<file path="src/rtl/gcd_scheduler.sv">
// gcd_scheduler: round-robin front end sharing one GCD core among N requesters.
// Zero operands are answered locally; a watchdog aborts a core that stalls.
module gcd_scheduler #(
    parameter int  N       = 4,
    parameter int  W       = 16,
    parameter int  TIMEOUT = 1024,
    localparam int ID_W    = $clog2(N)
) (
    input  logic            clk_i,
    input  logic            reset_i,
    input  logic [N-1:0]    req_valid_i,
    output logic [N-1:0]    req_ready_o,
    input  logic [N*W-1:0]  req_a_i,
    input  logic [N*W-1:0]  req_b_i,
    output logic            rsp_valid_o,
    input  logic            rsp_ready_i,
    output logic [ID_W-1:0] rsp_id_o,
    output logic [W-1:0]    rsp_gcd_o,
    output logic            rsp_err_o,
    output logic            core_start_o,
    output logic [W-1:0]    core_a_o,
    output logic [W-1:0]    core_b_o,
    output logic            core_abort_o,
    input  logic            core_done_i,
    input  logic [W-1:0]    core_result_i,
    output logic            busy_o
);

    localparam int CNT_W = $clog2(TIMEOUT);
    localparam logic [CNT_W-1:0] CNT_LAST = CNT_W'(TIMEOUT - 1);
    localparam logic [ID_W-1:0]  ID_LAST  = ID_W'(N - 1);

    typedef enum logic [1:0] {
        S_IDLE  = 2'd0,
        S_ISSUE = 2'd1,
        S_WAIT  = 2'd2,
        S_RESP  = 2'd3
    } state_t;

    state_t state_q;
    state_t state_d;

    logic [ID_W-1:0]  last_q;
    logic [ID_W-1:0]  id_q;
    logic [ID_W-1:0]  grant_idx;
    logic             grant_found;
    logic [W-1:0]     a_q;
    logic [W-1:0]     b_q;
    logic [W-1:0]     res_q;
    logic             err_q;
    logic [CNT_W-1:0] cnt_q;
    logic [W-1:0]     sel_a;
    logic [W-1:0]     sel_b;
    logic             accept;
    logic             zero_op;
    logic             timeout_hit;

    // Search starts one past the last winner and wraps modulo N.
    always_comb begin
        logic [ID_W-1:0] idx;
        grant_found = 1'b0;
        grant_idx   = '0;
        idx         = '0;
        for (int k = 1; k <= N; k++) begin
            idx = ID_W'((32'(last_q) + 32'(k)) % 32'(N));
            if (!grant_found && req_valid_i[idx]) begin
                grant_found = 1'b1;
                grant_idx   = idx;
            end
        end
    end

    always_comb begin
        sel_a = req_a_i[32'(grant_idx) * W +: W];
        sel_b = req_b_i[32'(grant_idx) * W +: W];
    end

    assign accept      = (state_q == S_IDLE) && grant_found;
    assign zero_op     = (sel_a == '0) || (sel_b == '0);
    assign timeout_hit = (cnt_q == CNT_LAST);

    always_ff @(posedge clk_i or posedge reset_i) begin
        if (reset_i) begin
            state_q <= S_IDLE;
        end else begin
            state_q <= state_d;
        end
    end

    always_comb begin
        state_d = state_q;
        unique case (state_q)
            S_IDLE: begin
                if (accept) begin
                    state_d = zero_op ? S_RESP : S_ISSUE;
                end
            end
            S_ISSUE: begin
                state_d = S_WAIT;
            end
            S_WAIT: begin
                if (core_done_i || timeout_hit) begin
                    state_d = S_RESP;
                end
            end
            S_RESP: begin
                if (rsp_ready_i) begin
                    state_d = S_IDLE;
                end
            end
            default: begin
                state_d = S_IDLE;
            end
        endcase
    end

    // Ready is gated by reset so nothing is offered while reset is held.
    always_comb begin
        req_ready_o  = '0;
        core_start_o = 1'b0;
        core_abort_o = 1'b0;
        rsp_valid_o  = 1'b0;
        busy_o       = 1'b1;
        unique case (state_q)
            S_IDLE: begin
                busy_o = 1'b0;
                if (grant_found && !reset_i) begin
                    req_ready_o[grant_idx] = 1'b1;
                end
            end
            S_ISSUE: begin
                core_start_o = 1'b1;
            end
            S_WAIT: begin
                core_abort_o = !core_done_i && timeout_hit;
            end
            S_RESP: begin
                rsp_valid_o = 1'b1;
            end
            default: begin
                busy_o = 1'b1;
            end
        endcase
    end

    always_ff @(posedge clk_i or posedge reset_i) begin
        if (reset_i) begin
            last_q <= ID_LAST;
            id_q   <= '0;
            a_q    <= '0;
            b_q    <= '0;
            res_q  <= '0;
            err_q  <= 1'b0;
            cnt_q  <= '0;
        end else begin
            unique case (state_q)
                S_IDLE: begin
                    if (accept) begin
                        last_q <= grant_idx;
                        id_q   <= grant_idx;
                        a_q    <= sel_a;
                        b_q    <= sel_b;
                        if (zero_op) begin
                            res_q <= sel_a | sel_b;
                            err_q <= 1'b0;
                        end
                    end
                end
                S_ISSUE: begin
                    cnt_q <= '0;
                end
                S_WAIT: begin
                    cnt_q <= cnt_q + CNT_W'(1);
                    if (core_done_i) begin
                        res_q <= core_result_i;
                        err_q <= 1'b0;
                    end else if (timeout_hit) begin
                        res_q <= '0;
                        err_q <= 1'b1;
                    end
                end
                default: begin
                    cnt_q <= cnt_q;
                end
            endcase
        end
    end

    assign rsp_id_o  = id_q;
    assign rsp_gcd_o = res_q;
    assign rsp_err_o = err_q;
    assign core_a_o  = a_q;
    assign core_b_o  = b_q;

endmodule

</file>
<file path="config.mk">
export PLATFORM = sky130hd
export DESIGN_NAME = gcd_scheduler
export DESIGN_NICKNAME = d
export VERILOG_FILES = /design/src/rtl/gcd_scheduler.sv
export SDC_FILE = /design/constraint.sdc
export NUM_CORES = 1
export LEC_CHECK = 0
export CORE_MARGIN = 3
export CORE_UTILIZATION = 47
export DETAILED_ROUTE_END_ITERATION = 10
export PLACE_DENSITY = 0.87
export SLEW_MARGIN = 15
export SYNTH_ARGS = -nofsm -noshare
export SYNTH_HDL_FRONTEND = slang
export SYNTH_SLANG_ARGS = --single-unit
</file>
<file path="constraint.sdc">
create_clock -name clk_i -period 5.65 [get_ports clk_i]
set_clock_uncertainty 0.1 [all_clocks]
set_input_delay 1.13 -clock clk_i [delete_from_list [all_inputs] [get_ports clk_i]]
set_output_delay 1.13 -clock clk_i [all_outputs]
set_load 0.005 [all_outputs]
</file>
# Word-level counts from Yosys, hierarchy flattened
# Cells that the tools add are included.
# totals
reg_bits	65
in_bits	152
output_inout_bits	59
word_cells	93
# classes
addsub	5
n_lt_le_gt_ge	6
n_eq_ne	9
n_shift	2
mux	40
n_bitwise	1
n_reduce_logical	22
# op_table
operator	n
$shiftx 64x7->16	2
$mux 16	4
$logic_not 16->1	2
$pmux 16 s2	1
$pmux 10 s2	1
$mux 1	17
$mux 2	8
$or 16x16->16	1
$lt 2x3->1 const B	5
$add 10x1->10 const B	1
$eq 10x10->1 const B	1
$bmux 1 s2	4
$mux 4	2
$ne 2x2->1 const B	4
$pmux 2 s4	1
$logic_and 1x1->1	7
$logic_not 1->1	5
$add 2x1->2 const B	2
$add 2x2->2 const B	2
$eq 2x2->1 const B	2
$reduce_and 4->1	1
$reduce_bool 2->1	2
$ne 3x3->1 const B	1
$reduce_and 3->1	1
other kinds (7)	8

# Logic depth before layout (Yosys ltp)
# Gate-level depths: netlist (run 1).
# logic_depth
ltp_word	19
mapped_depth	10
depth_no_buf	8

# Worst setup path after synthesis (run 1)
# Ideal clock, no wire load.
# synth_timing
kind	input-to-output
startpoint	input req_valid_i[1]
endpoint	output req_ready_o[0]
arrival_ns	2.549
required_ns	4.420
path_slack_ns	1.871
cell_stages	7
n_path_buf	4
cell_sequence	o21a_1 a211oi_4 buf_6 clkbuf_1 clkbuf_1 buf_2 nor4_1
# synth_between
elab_chain_cells	18
# synth_rtl
item	line_no	source
start: declaration	11	input logic [N-1:0] req_valid_i,
$bmux 1 s2	66	if (!grant_found && req_valid_i[idx]) begin
$mux 1 (not written as such)	66	
$mux 1	66	
$logic_not 1->1	66	
$logic_and 1x1->1	66	
$mux 1	66	
$logic_not 1->1	66	
$logic_and 1x1->1	66	
(+2 left out)	n/a	
$logic_and 1x1->1	66	
$mux 2	66	
$lt 2x3->1 (not written as such) or $ge 2x1->1 (tied branches)	128	req_ready_o[grant_idx] = 1'b1;
$logic_and 1x1->1 (not written as such)	128	
$mux 1 (not written as such)	128	
$demux 1 s2	128	
$mux 4 (*)	127	if (grant_found && !reset_i) begin
$mux 4 (*)	124	unique case (state_q)
end: declaration	12	output logic [N-1:0] req_ready_o,
# Mark *: on every way between the ends. The rest lies on a longest branch, timed or not. The select of a mux whose other input is x is not followed.

# Worst setup path after layout (run 1)
# layout_timing
startpoint	input req_valid_i[3]
endpoint	output req_ready_o[0]
# The elaborated chain is that of the path after synthesis.

==> results of run 1 <==
==> report_power, final <==
group          switching [mW]  internal (mW)  leakage, nW
registers               0.141          0.683        0.808
logic                    1.29          0.987         2.07
clock network           0.220          0.208        0.104
total                    1.65           1.88         2.98
==> critical path: cells and delay by family <==
family | cells | cell delay [ns]
buf+inv | 2 | 0.98
simple gates | 4 | 1.30
==> stage by stage <==
step / util / instance area, µm²
5_1_grt: 0.730 / 7330
6_report: 0.730 / 7330
3_5_place_dp: 0.710 / 7140
4_1_cts: 0.730 / 7330
2_1_floorplan: - / 4990
3_3_place_gp: 0.710 / 7140
==> final timing paths <==
check                                   startpoint                   endpoint  slack [ns]
max in group asynchronous                  reset_i    core_b_o[3]$_DFFE_PP0P_        3.58
max reg2reg                  last_q[0]$_DFFE_PP1P_  rsp_gcd_o[10]$_DFFE_PP0P_        2.06
max                                 req_valid_i[3]             req_ready_o[0]        1.01
min                        core_b_o[4]$_DFFE_PP0P_    core_b_o[4]$_DFFE_PP0P_        0.39
min reg2reg                core_b_o[4]$_DFFE_PP0P_    core_b_o[4]$_DFFE_PP0P_        0.39
min in group asynchronous                  reset_i    rsp_id_o[1]$_DFFE_PP0P_        1.34
==> per-layer routing <==
| layer | GRT usage | part of all wire | vias up |
|---|---|---|---|
| met5 | 0 | 0 | - |
| met4 | 0.157 | 0.045 | 0 |
| met3 | 0.0971 | 0.12 | 82 |
| met2 | 0.558 | 0.46 | 515 |
| met1 | 0.475 | 0.37 | 2871 |
| li1 | - | - | 2739 |
==> kinds of logic after synthesis <==
kind of cell             share of synthesized area
multiplexers                                0.0572
flip-flops                                   0.327
AND/OR/NAND/NOR                              0.363
buffers and inverters                       0.0534
adder cells (fa/ha/maj)                     0.0125
XOR/XNOR                                   0.00527
AO/OA/AOI/OAI                                0.182
==> layout make-up <==
| class | instances | area (µm²) | share of cell area |
|---|---|---|---|
| timing repair buffer | 221 | 2200 | 0.300 |
| clock inverter | 7 | 75.1 | 0.0102 |
| inverter | 9 | 33.8 | 0.00461 |
| tap | 133 | 166 | 0.0227 |
| clock buffer | 9 | 124 | 0.0169 |
| sequential | 65 | 1630 | 0.222 |
| multi-input combinational | 527 | 3110 | 0.424 |
==> Yosys cell counts, types with 4 or more instances <==
| cell type | instances |
|---|---|
| buf_6 | 5 |
| mux2i_1 | 24 |
| mux2_2 | 4 |
| inv_1 | 9 |
| dfrtp_1 | 63 |
| nand4_1 | 6 |
| nand2b_1 | 4 |
| o32ai_2 | 10 |
| nor2_1 | 11 |
| o311ai_0 | 32 |
| buf_2 | 9 |
| buf_1 | 4 |
| nand2_1 | 193 |
| ha_1 | 5 |
| nor4_1 | 28 |
| a21oi_1 | 39 |
| clkbuf_1 | 31 |
| nand3_1 | 83 |
| o21ai_0 | 10 |
| nor3_1 | 4 |
| or3_1 | 34 |
| o32ai_1 | 6 |
==> flip-flops by register name, summed over array words and instances, names as in the netlist <==
signal / count
state_q: 2
last_q: 2
rsp_gcd_o: 16
cnt_q: 10
rsp_err_o: 1
core_b_o: 16
rsp_id_o: 2
core_a_o: 16
==> summary.txt, run 1 <==
WP data required -> 4.42 ns
MaxCap Viol Count -> 0
worst hold path type -> reg -> reg
commonest non-fill, non-tap cell in the layout -> clkdlybuf4s50_1
nets -> 990
Worst VDD drop -> 0.000276 V
number of synthesized flops with an enable pin -> 0
Tmin final -> 4.64 ns
die area -> 11900 µm²
Area contributors post-synth -> dfrtp_1 (32%), nand2_1 (15%), nand3_1 (8.3%), o311ai_0 (5.6%), mux2i_1 (4.8%)
vias in the first global route -> 6026
hold depth -> 2
Starting Density -> 0.497
Synthesis Warnings -> 0
Clock Latency Late Sink -> 0.36 ns
CP Cell Sequence -> clkdlybuf4s50_1 -> nor2_1 -> nand2_1 -> nand2_1 -> nor4_1 -> clkdlybuf4s50_1
largest net degree at the start of global routing -> 66
post-CTS sizing -> 0
Netlist cell types -> 50
Row Count -> 36
DRT Wirelength -> 21.8 mm
P per Cell Area -> 481 nW/µm²
Mapped Nets -> 807
die height -> 109 µm
status -> finished clean
Lkg Pwr -> 2.98 nW
initial antenna violation count -> 0
crit path launch type -> primary input
Setup TNS Final -> 0 ns
Seq cells post-synth -> 65
die width -> 109 µm
CTS max path bufs -> 2
Post-DP HPWL -> 17.1 mm
Worst-Margin Slew -> 1.13 ns
data arrival time of the worst path -> 3.41 ns
Pre-Repair DR Iteration Count -> 6
# setup viols final -> 0
total grt overflow -> 0
CTS tree -> done
fill count -> 770
area share of the largest cell type after synthesis -> 0.316
Placed Cells -> 955
core area -> 10000 µm²
drc violations -> 0
ANT cells -> 0
largest area contributor in the netlist -> dfrtp_1
# Post-CTS Setup Buffers -> 0
gr usage total -> 0.361
Avg Inst Size Synth -> 7.67 µm²
async set or reset register ratio after synthesis -> 1.00
hold slack -> 0.389 ns
clock slew seen by the registers of the worst setup and hold paths -> 0.08 ns
fin worst setup slack -> 1.01 ns
Hold Violations, Final -> 0
first-pass GRT wire length -> 32.4 mm
total power -> 3.53 mW
clk sinks -> 65
synthesized instance count -> 650
cts bufs inserted -> 9
crit path max fanout -> 21
routed length per instance -> 22.5 µm
RSZ-0062 raised after global routing -> false
DRT iter0 DRCs -> 801
Max-slew headroom -> 0.246
sequential share of the synthesized area -> 0.327
Max Fclk -> 215 MHz
Slowest-stage cell, CP -> nand2_1
Top FF cell, synth -> dfrtp_1
Vias -> 6207
slowest cell delay on critical path -> 0.63 ns
commonest non-fill, non-tap cells in the layout -> clkdlybuf4s50_1 (210), nand2_1 (193), nand3_1 (83)
CTS Root Cell -> clkbuf_8
count of buffers from port buffering -> 210
final worst-path cycle share -> 0.822
H-tree levels -> 3
final non-filler cell total -> 971
Post-Synthesis Cell Area -> 4990 µm²
Setup Slack @ Placement -> 0.806 ns
num ports -> 211
share of cells above drive strength 1 -> 0.0740
cts hold-fix bufs -> 0
WS Path Type -> in -> out
Final ANT Viol Nets -> 0
final slew viol count -> 0
area grow syn2layout -> 47.1%
GP Congestion -> 0.994
R2R cell count -> 8
drt via density -> 6.39
CP endpoint kind -> primary output
Note: power is estimated with default switching activity, not from simulation.
==> run 2: changes to the inputs <==
--- a/config.mk
+++ b/config.mk
@@ -6,9 +6,9 @@
 export NUM_CORES = 1
 export LEC_CHECK = 0
 export CORE_MARGIN = 3
-export CORE_UTILIZATION = 47
+export CORE_UTILIZATION = 44
 export DETAILED_ROUTE_END_ITERATION = 10
-export PLACE_DENSITY = 0.87
+export PLACE_DENSITY = 0.82
 export SLEW_MARGIN = 15
 export SYNTH_ARGS = -nofsm -noshare
 export SYNTH_HDL_FRONTEND = slang
==> constraint.sdc (replaced) <==
create_clock -name clk_i -period 4.4 [get_ports clk_i]
set_clock_uncertainty 0.1 [all_clocks]
set_input_delay 0.88 -clock clk_i [delete_from_list [all_inputs] [get_ports clk_i]]
set_output_delay 0.88 -clock clk_i [all_outputs]
set_load 0.005 [all_outputs]
==> run 2 against run 1 <==
  * Cell count rose by 1.2%
  * Sequential cell count is the same
  * Worst setup slack got worse by 0.62 ns
  * Wire length shrank 2.0%
  * Clock power grew 91%
  * Count of clock-buffer cells in the layout rose by 2
  * Sequential share of layout area down 0.51 points
  * Core utilization is 4.4 points lower
  * Non-clock buffer count increased by 4
  * Final area up 2.3%
  * Critical endpoint unchanged
==> summary.txt, run 2 (synthesized netlist as in run 1, its figures left out) <==
count of buffers from port buffering -> 210 (unchanged)
Max Fclk -> 249 MHz
Sequential Power Share -> 0.221 (was 0.233)
DRT Wirelength -> 21.4 mm (was 21.8 mm)
Placed Cells -> 966 (was 955)
Switching Share -> 0.441 (was 0.468)
area grow syn2layout -> 50.5% (was 47.1%)
R2R cell count -> 8 (unchanged)
P per Cell Area -> 639 nW/µm² (was 481 nW/µm²)
die area -> 12600 µm² (was 11900 µm²)
initial antenna violation count -> 0 (unchanged)
worst hold path type -> reg -> reg (unchanged)
fin worst setup slack -> 0.389 ns (was 1.01 ns)
crit path buf inv count -> 3 (was 2)
FF/Latch Area -> 1630 µm² (unchanged)
area of the multi-input gates -> 3110 µm² (unchanged)
Vias -> 6157 (was 6207)
Hold Violations, Final -> 0 (unchanged)
clock slew seen by the registers of the worst setup and hold paths -> 0.06 ns (was 0.08 ns)
H-tree levels -> 3 (unchanged)
Row Count -> 38 (was 36)
fill count -> 876 (was 770)
Cell Area, Placed -> 7170 µm² (was 7140 µm²)
Slowest-stage cell, CP -> clkdlybuf4s50_1 (was nand2_1)
cts bufs inserted -> 9 (unchanged)
crit-path leading delay family -> buffers and inverters (was simple AND/OR/NAND/NOR gates)
hold depth -> 2 (unchanged)
post-CTS sizing -> 0 (unchanged)
nets -> 994 (was 990)
Post-DP HPWL -> 17.0 mm (was 17.1 mm)
largest net degree at the start of global routing -> 62 (was 66)
Clock Power Share -> 0.171 (was 0.121)
CTS Root Cell -> clkbuf_16 (was clkbuf_8)
CTS tree -> done (unchanged)
Final ANT Viol Nets -> 0 (unchanged)
slowest cell delay on critical path -> 0.57 ns (was 0.63 ns)
clk sinks -> 65 (unchanged)
die width -> 112 µm (was 109 µm)
Clock Latency Late Sink -> 0.33 ns (was 0.36 ns)
commonest non-fill, non-tap cells in the layout -> clkdlybuf4s50_1 (210), nand2_1 (193), nand3_1 (83) (unchanged)
drc violations -> 0 (unchanged)
DRT iter0 DRCs -> 907 (was 801)
die height -> 112 µm (was 109 µm)
Lkg Pwr -> 3.06 nW (was 2.98 nW)
WS Path Type -> in -> out (unchanged)
RSZ-0062 raised after global routing -> false (unchanged)
Starting Density -> 0.456 (was 0.497)
critical path depth -> 6 (unchanged)
# setup viols final -> 0 (unchanged)
final slew viol count -> 0 (unchanged)
Switch Pwr -> 2.12 mW (was 1.65 mW)
Max-slew headroom -> 0.268 (was 0.246)
# Post-CTS Setup Buffers -> 0 (unchanged)
gr usage total -> 0.329 (was 0.361)
num ports -> 211 (unchanged)
core area -> 10900 µm² (was 10000 µm²)
routed length per instance -> 21.7 µm (was 22.5 µm)
final non-filler cell total -> 983 (was 971)
MaxCap Viol Count -> 0 (unchanged)
CP Cell Sequence -> clkdlybuf4s50_1 -> nor2_1 -> a211oi_4 -> buf_12 -> nor4_1 -> clkdlybuf4s50_1 (was clkdlybuf4s50_1 -> nor2_1 -> nand2_1 -> nand2_1 -> nor4_1 -> clkdlybuf4s50_1)
first-pass GRT wire length -> 32.6 mm (was 32.4 mm)
Pre-Repair DR Iteration Count -> 7 (was 6)
CP endpoint kind -> primary output (unchanged)
data arrival time of the worst path -> 3.03 ns (was 3.41 ns)
vias in the first global route -> 6007 (was 6026)
Worst-Margin Slew -> 1.10 ns (was 1.13 ns)
share of cells above drive strength 1 -> 0.0772 (was 0.0740)
CTS max path bufs -> 2 (unchanged)
fin area -> 7510 µm² (was 7330 µm²)
status -> finished clean (unchanged)
Core Util, Final -> 0.686 (was 0.730)
crit path launch type -> primary input (unchanged)
Tmin final -> 4.01 ns
Comb power frac -> 0.608 (was 0.645)
total grt overflow -> 0 (unchanged)
Setup TNS Final -> 0 ns (unchanged)
drt via density -> 6.26 (was 6.39)
final worst-path cycle share -> 0.912
cts hold-fix bufs -> 0 (unchanged)
Setup Slack @ Placement -> 0.256 ns (was 0.806 ns)
Worst VDD drop -> 0.000515 V (was 0.000276 V)
commonest non-fill, non-tap cell in the layout -> clkdlybuf4s50_1 (unchanged)
P_int -> 2.68 mW (was 1.88 mW)
WP data required -> 3.42 ns (was 4.42 ns)
CP most frequent cell -> clkdlybuf4s50_1
GP Congestion -> 0.994 (about the same)
crit path max fanout -> 61 (was 21)
-- run 2: cell count changes in the layout (fill, tap and decap cells not counted), sizes merged --
cell	delta
bufinv	+1
clkinv	-2
clkbuf	+2
diode	+1
buf	+4
inv	-1
-- run 2: worst min-delay path, stage by stage, from the launching register on --
cell and delay [ns]:
dfrtp_1 0.35, nand2_1 0.05, nand2_1 0.06
-- run 2: through the flow --
step                      power, mW  hold slack [ns]
after floorplan                2.73            0.370
after global placement         3.84            0.360
after detailed placement       3.92            0.363
after CTS                      4.75            0.383
after global routing           5.08            0.403
final                          4.80            0.383
-- run 2: layout make-up --
type	instances	area share
multi-input combinational	527	0.414
sequential	65	0.217
clock inverter	5	0.0115
clock buffer	11	0.0323
inverter	9	0.00450
timing repair buffer	225	0.297
antenna	1	0.000333
tap	140	0.0233
-- run 2: worst paths after layout --
path | startpoint | to | slack, ns
max | req_valid_i[3] | req_ready_o[0] | 0.39
min | core_b_o[12]$_DFFE_PP0P_ | core_b_o[12]$_DFFE_PP0P_ | 0.38
max reg2reg | last_q[0]$_DFFE_PP1P_ | rsp_gcd_o[10]$_DFFE_PP0P_ | 1.20
min reg2reg | core_b_o[12]$_DFFE_PP0P_ | core_b_o[12]$_DFFE_PP0P_ | 0.38
max in group asynchronous | reset_i | last_q[0]$_DFFE_PP1P_ | 2.31
min in group asynchronous | reset_i | core_a_o[7]$_DFFE_PP0P_ | 0.93
-- run 2: power by group through the flow --
stage               sequential, mW  combinational [mW]  clock [mW]
global route                  1.08                3.15       0.850
global placement              1.05                2.79           0
floorplan                     1.04                1.69           0
finish                        1.06                2.92       0.819
detailed placement            1.06                2.86           0
CTS                           1.06                2.88       0.819
-- run 2: metal layers --
metal  vias up  GRT usage  share of wire
met5         -          0              0
met4         0      0.162          0.052
met3        83     0.0836           0.11
met2       462      0.502           0.45
met1      2866      0.435           0.39
li1       2746          -              -
